[src/rtl/reg_scoreboard.sv]
// Issue-side hazard scoreboard for an 8-entry register file with two retire ports (E and M).
// Tracks in-flight writes per register and stalls issue on RAW hazards or counter saturation.
module reg_scoreboard #(
    parameter int unsigned CNT_W = 2
) (
    input  logic       clk,
    input  logic       reset_,
    input  logic       issue_valid,
    output logic       issue_ready,
    input  logic [2:0] issue_srcA,
    input  logic [2:0] issue_srcB,
    input  logic [2:0] issue_dst,
    input  logic       issue_wr,
    input  logic       retE_valid,
    input  logic [2:0] retE_dst,
    input  logic       retM_valid,
    input  logic [2:0] retM_dst,
    input  logic       flush,
    output logic       stall,
    output logic [6:0] busy_mask,
    output logic       err
);

    localparam logic [CNT_W-1:0] CntMax = {CNT_W{1'b1}};

    logic [CNT_W-1:0] pending_q [1:7];
    logic [CNT_W-1:0] pending_d [1:7];
    logic             err_q;
    logic             err_d;

    // R0 entry is a constant zero so source/destination indexing needs no special case.
    logic [CNT_W-1:0] cnt [8];
    logic [CNT_W:0]   sum [1:7];
    logic [CNT_W:0]   dec [1:7];

    logic raw_a;
    logic raw_b;
    logic sat;
    logic accept;
    logic inc;
    logic underflow;

    always_comb begin
        cnt[0] = '0;
        for (int r = 1; r < 8; r++) begin
            cnt[r] = pending_q[r];
        end
    end

    always_comb begin
        for (int r = 1; r < 8; r++) begin
            busy_mask[r-1] = (pending_q[r] != '0);
        end
    end

    // Hazards look only at registered counts; retirements this cycle do not bypass.
    always_comb begin
        raw_a       = (issue_srcA != 3'd0) && (cnt[issue_srcA] != '0);
        raw_b       = (issue_srcB != 3'd0) && (cnt[issue_srcB] != '0);
        sat         = issue_wr && (issue_dst != 3'd0) && (cnt[issue_dst] == CntMax);
        issue_ready = reset_ && !flush && !raw_a && !raw_b && !sat;
        stall       = reset_ && issue_valid && !issue_ready;
        accept      = issue_valid && issue_ready;
    end

    always_comb begin
        underflow = 1'b0;
        inc       = 1'b0;
        for (int r = 1; r < 8; r++) begin
            inc    = accept && issue_wr && (issue_dst == 3'(r));
            sum[r] = {1'b0, pending_q[r]} + (CNT_W+1)'(inc);
            dec[r] = (CNT_W+1)'(retE_valid && (retE_dst == 3'(r)))
                   + (CNT_W+1)'(retM_valid && (retM_dst == 3'(r)));
            if (dec[r] > sum[r]) begin
                pending_d[r] = '0;
                underflow    = 1'b1;
            end else begin
                pending_d[r] = CNT_W'(sum[r] - dec[r]);
            end
        end
        err_d = err_q | underflow;
        if (flush) begin
            for (int r = 1; r < 8; r++) begin
                pending_d[r] = '0;
            end
            err_d = err_q;
        end
    end

    always_ff @(posedge clk or negedge reset_) begin
        if (!reset_) begin
            for (int r = 1; r < 8; r++) begin
                pending_q[r] <= '0;
            end
            err_q <= 1'b0;
        end else begin
            for (int r = 1; r < 8; r++) begin
                pending_q[r] <= pending_d[r];
            end
            err_q <= err_d;
        end
    end

    assign err = err_q;

endmodule

[config.mk]
export PLATFORM = sky130hd
export DESIGN_NAME = reg_scoreboard
export DESIGN_NICKNAME = d
export VERILOG_FILES = /design/src/rtl/reg_scoreboard.sv
export SDC_FILE = /design/constraint.sdc
export NUM_CORES = 1
export LEC_CHECK = 0
export BUFFER_PORTS_ARGS = -buffer_cell sky130_fd_sc_hd__clkbuf_2
export CAP_MARGIN = 20
export CORE_MARGIN = 1
export CORE_UTILIZATION = 35
export CTS_CLUSTER_SIZE = 24
export DETAILED_ROUTE_END_ITERATION = 8
export PLACE_DENSITY = 0.64
export SYNTH_ARGS = -nofsm -noshare
export SYNTH_HDL_FRONTEND = slang
export SYNTH_SLANG_ARGS = --single-unit
[constraint.sdc]
create_clock -name clk -period 4.64 [get_ports clk]
set_input_delay 0.464 -clock clk [delete_from_list [all_inputs] [get_ports clk]]
set_output_delay 0.464 -clock clk [all_outputs]
set_load 0.01 [all_outputs]
==> metrics.md <==
| Metric | Value |
|---|---|
| Number of synthesized register bits | `15` |
| Post-Syn Area | `1843 sq um` |
| Max VDD drop | `80.16 uV` |
| TritonRoute pass-1 iters | `4` |
| Critical path endpoint | `err` |
| Status | `finished clean` |
| IO buf count | `31` |
| Final Max Slew Viols | `0` |
| Num CTS Buffers | `3` |
| Critical path class | `reg -> reg` |
| Initial DRC count | `67` |
| Initial Util | `36.32%` |
| Most used DFF post-synth | `dfrtp_1` |
| Worst-path cell chain | `nor2_1 -> mux4_1 -> nor2b_1 -> or4_4 -> nor4_1 -> ha_1 -> ha_1 -> inv_1 -> ha_1 -> nor2b_1 -> o211ai_1 -> nand4_1 -> nor4_1 -> o21bai_1` |
| Hold buffer count at CTS | `0` |
| Clock skew | `5.742 ps` |
| Critical R2R Launch | `cnt[8]` |
| Fmax | `276.7 MHz` |
| Layout cells sized above 1 | `17.00%` |
| Worst R2R End | `err` |
| Die Y | `74.57 um` |
| Cells on worst reg2reg path | `14` |
| R2R Setup Slk | `1030 ps` |
| Clk Latency, worst-skew pair | `250 ps` |
| Routed vias | `1610` |
| Synth top area cells | `ha_1, dfrtp_1, inv_1, nor2_1, nor3_1` |
| Startpoint types | `flip-flop` |
| Setup TNS | `0 ps` |
| Leakage | `0.001064 uW` |
| Clock sink total | `15` |
| Critical path's most frequent cell | `ha_1` |
| Pwr dens | `173.3 nW/um^2` |
| Synth unique cells | `36` |
| Antenna Cells | `0` |
| Clock Path Buffers | `2` |
| DP HPWL | `3.566 mm` |
| NumNets Final | `between 300 and 400` |
| Finish-stage setup viols | `0` |
| Boundary Pins | `32` |
| Hold Crit Class | `in -> async` |
| Largest delay contributor family on the critical path | `simple AND/OR/NAND/NOR gates` |
| Postcts setup bufs | `0` |
| Worst path depth | `14` |
| Final RePlAce weighted congestion | `0.7460` |
| CTS tree | `built` |
| Avg WL per Cell | `12.97 um` |
| Global-route wire length before repair | `around 6.7 mm` |
| Worst path max stage delay | `580 ps` |
| Hold Slack | `between 150 and 200 ps` |
| Final Hold Vio Count | `0` |
| Num rows | `26` |
| FFs w/ async S/R, synth | `100.0%` |
| Worst EP required | `approximately 4800 ps` |
| Vias in the first global route | `1464` |
| Worst-path fanout max | `9` |
| Total track usage | `between 15 and 20%` |
| DRC violations left | `0` |
| DIE AREA | `5560 sq um` |
| Sequential share of the synthesized area | `20.37%` |
| Critical path data arrival time | `3730 ps` |
| Final ANT Viol Nets | `0` |
| GR Overflow Total | `0` |
| Largest area contributor in the netlist | `ha_1` |
| Most common cell in the netlist | `ha_1` |
| Synth warn | `0` |
| Top cells by count, synth | `ha_1, inv_1, nor2_1` |
| Routed vias/inst | `4.985` |
| Reg clk slew, reported paths | `around 70 ps` |
| Worst-Margin Slew | `654.5 ps` |
| Syn_nets | `approximately 290` |
| Syn Inst Count | `about 220` |
| CTS root buf | `clkbuf_8` |
| Top-area cell type share of the netlist area | `roughly 29%` |
| Post-synth EDFFs | `0` |
| Initial antenna violation count | `0` |
| Largest net degree at the start of global routing | `19` |
| Die width | `74.57 um` |
| Max cap viols | `0` |
| Drt total wl | `4.188 mm` |
| Core area | `5075 sq um` |
| Share of the clock period used by the worst path | `77.88%` |
| Avg Cell Area, Syn | `about 8.3 sq um` |
| CP Launch Point | `cnt[8]` |
| RSZ-0062 raised after global routing | `no` |
| Crit path buffers/inverters | `1` |
| Relative slew slack | `between 50 and 60%` |
| Layout area overhead | `14.05%` |
| H-tree depth | `1` |
| CP max-delay cell | `or4_4` |
| Final min period | `roughly 3600 ps` |
| PostCTS Resize Cnt | `0` |
| CP Capture Type | `flip-flop` |
[cells by family after synthesis]
kind of cell | after synthesis | synth area share, %
simple gates | 91 | 25.12
fa+ha+maj | 42 | 28.51
buf+inv | 38 | 8.282
compound gates | 25 | 9.912
flops | 15 | 20.37
xor+xnor | 7 | 3.327
mux | 5 | 4.481
[power breakdown]
group          internal, uW  switching (uW)  leakage (uW)
Sequential              135            4.16      0.000202
Combinational          48.7            66.5      0.000839
Clock                  60.8            48.6     0.0000228
[worst min path at each step]
stage | cells past startpoint | startpoint | to
2_1_floorplan | 0 | reset_ | cnt[0]
3_3_place_gp | 1 | reset_ | cnt[0]
3_5_place_dp | 1 | reset_ | cnt[0]
4_1_cts | 1 | reset_ | cnt[0]
5_1_grt | 1 | reset_ | cnt[0]
6_report | 1 | reset_ | cnt[0]
[layout make-up]
class / instances / area, sq um
clock buffer: 4 / 45.04
fill: 555 / 2973
inverter: 33 / 123.9
multi-input combinational: 170 / 1315
sequential: 15 / 375.4
tap: 70 / 87.58
timing repair buffer: 31 / 155.1
[routing by layer]
layer | global-route usage [%] | up-vias | wire length [um]
met5 | 0 | - | 0
met4 | 4.403 | 0 | 23
met3 | 2.033 | 2 | 178
met2 | 26.23 | 40 | 1943
met1 | 22.09 | 728 | 2041
li1 | - | 840 | -
[per-stage QoR]
step	util [%]	setup WS (ps)	total power [uW]	cells	cell area [sq um]
floorplan	-	1364	220.8	223	1843
global placement	40.53	921.2	256.3	319	2057
detailed placement	40.53	868.5	258.1	319	2057
CTS	41.42	984.9	368.3	323	2102
global route	41.42	725.3	388.9	323	2102
finish	41.42	1026	364.3	323	2102
[cell usage in the layout (no fill, tap or decap), types with 6 or more instances in the layout]
| cell | n |
|---|---|
| ha_1 | 42 |
| inv_1 | 33 |
| clkbuf_2 | 31 |
| nor2_1 | 28 |
| dfrtp_1 | 15 |
| nor3_1 | 14 |
| nand2_1 | 12 |
| nor2b_1 | 7 |
| nor4_1 | 7 |
| nand2b_1 | 7 |
| a211oi_1 | 7 |
| xor2_1 | 7 |
| o211ai_1 | 6 |
[state kept, by name, indices dropped and copies added (netlist names)]
register,flops
cnt,14
err,1
(Power assumes the default switching activity.)
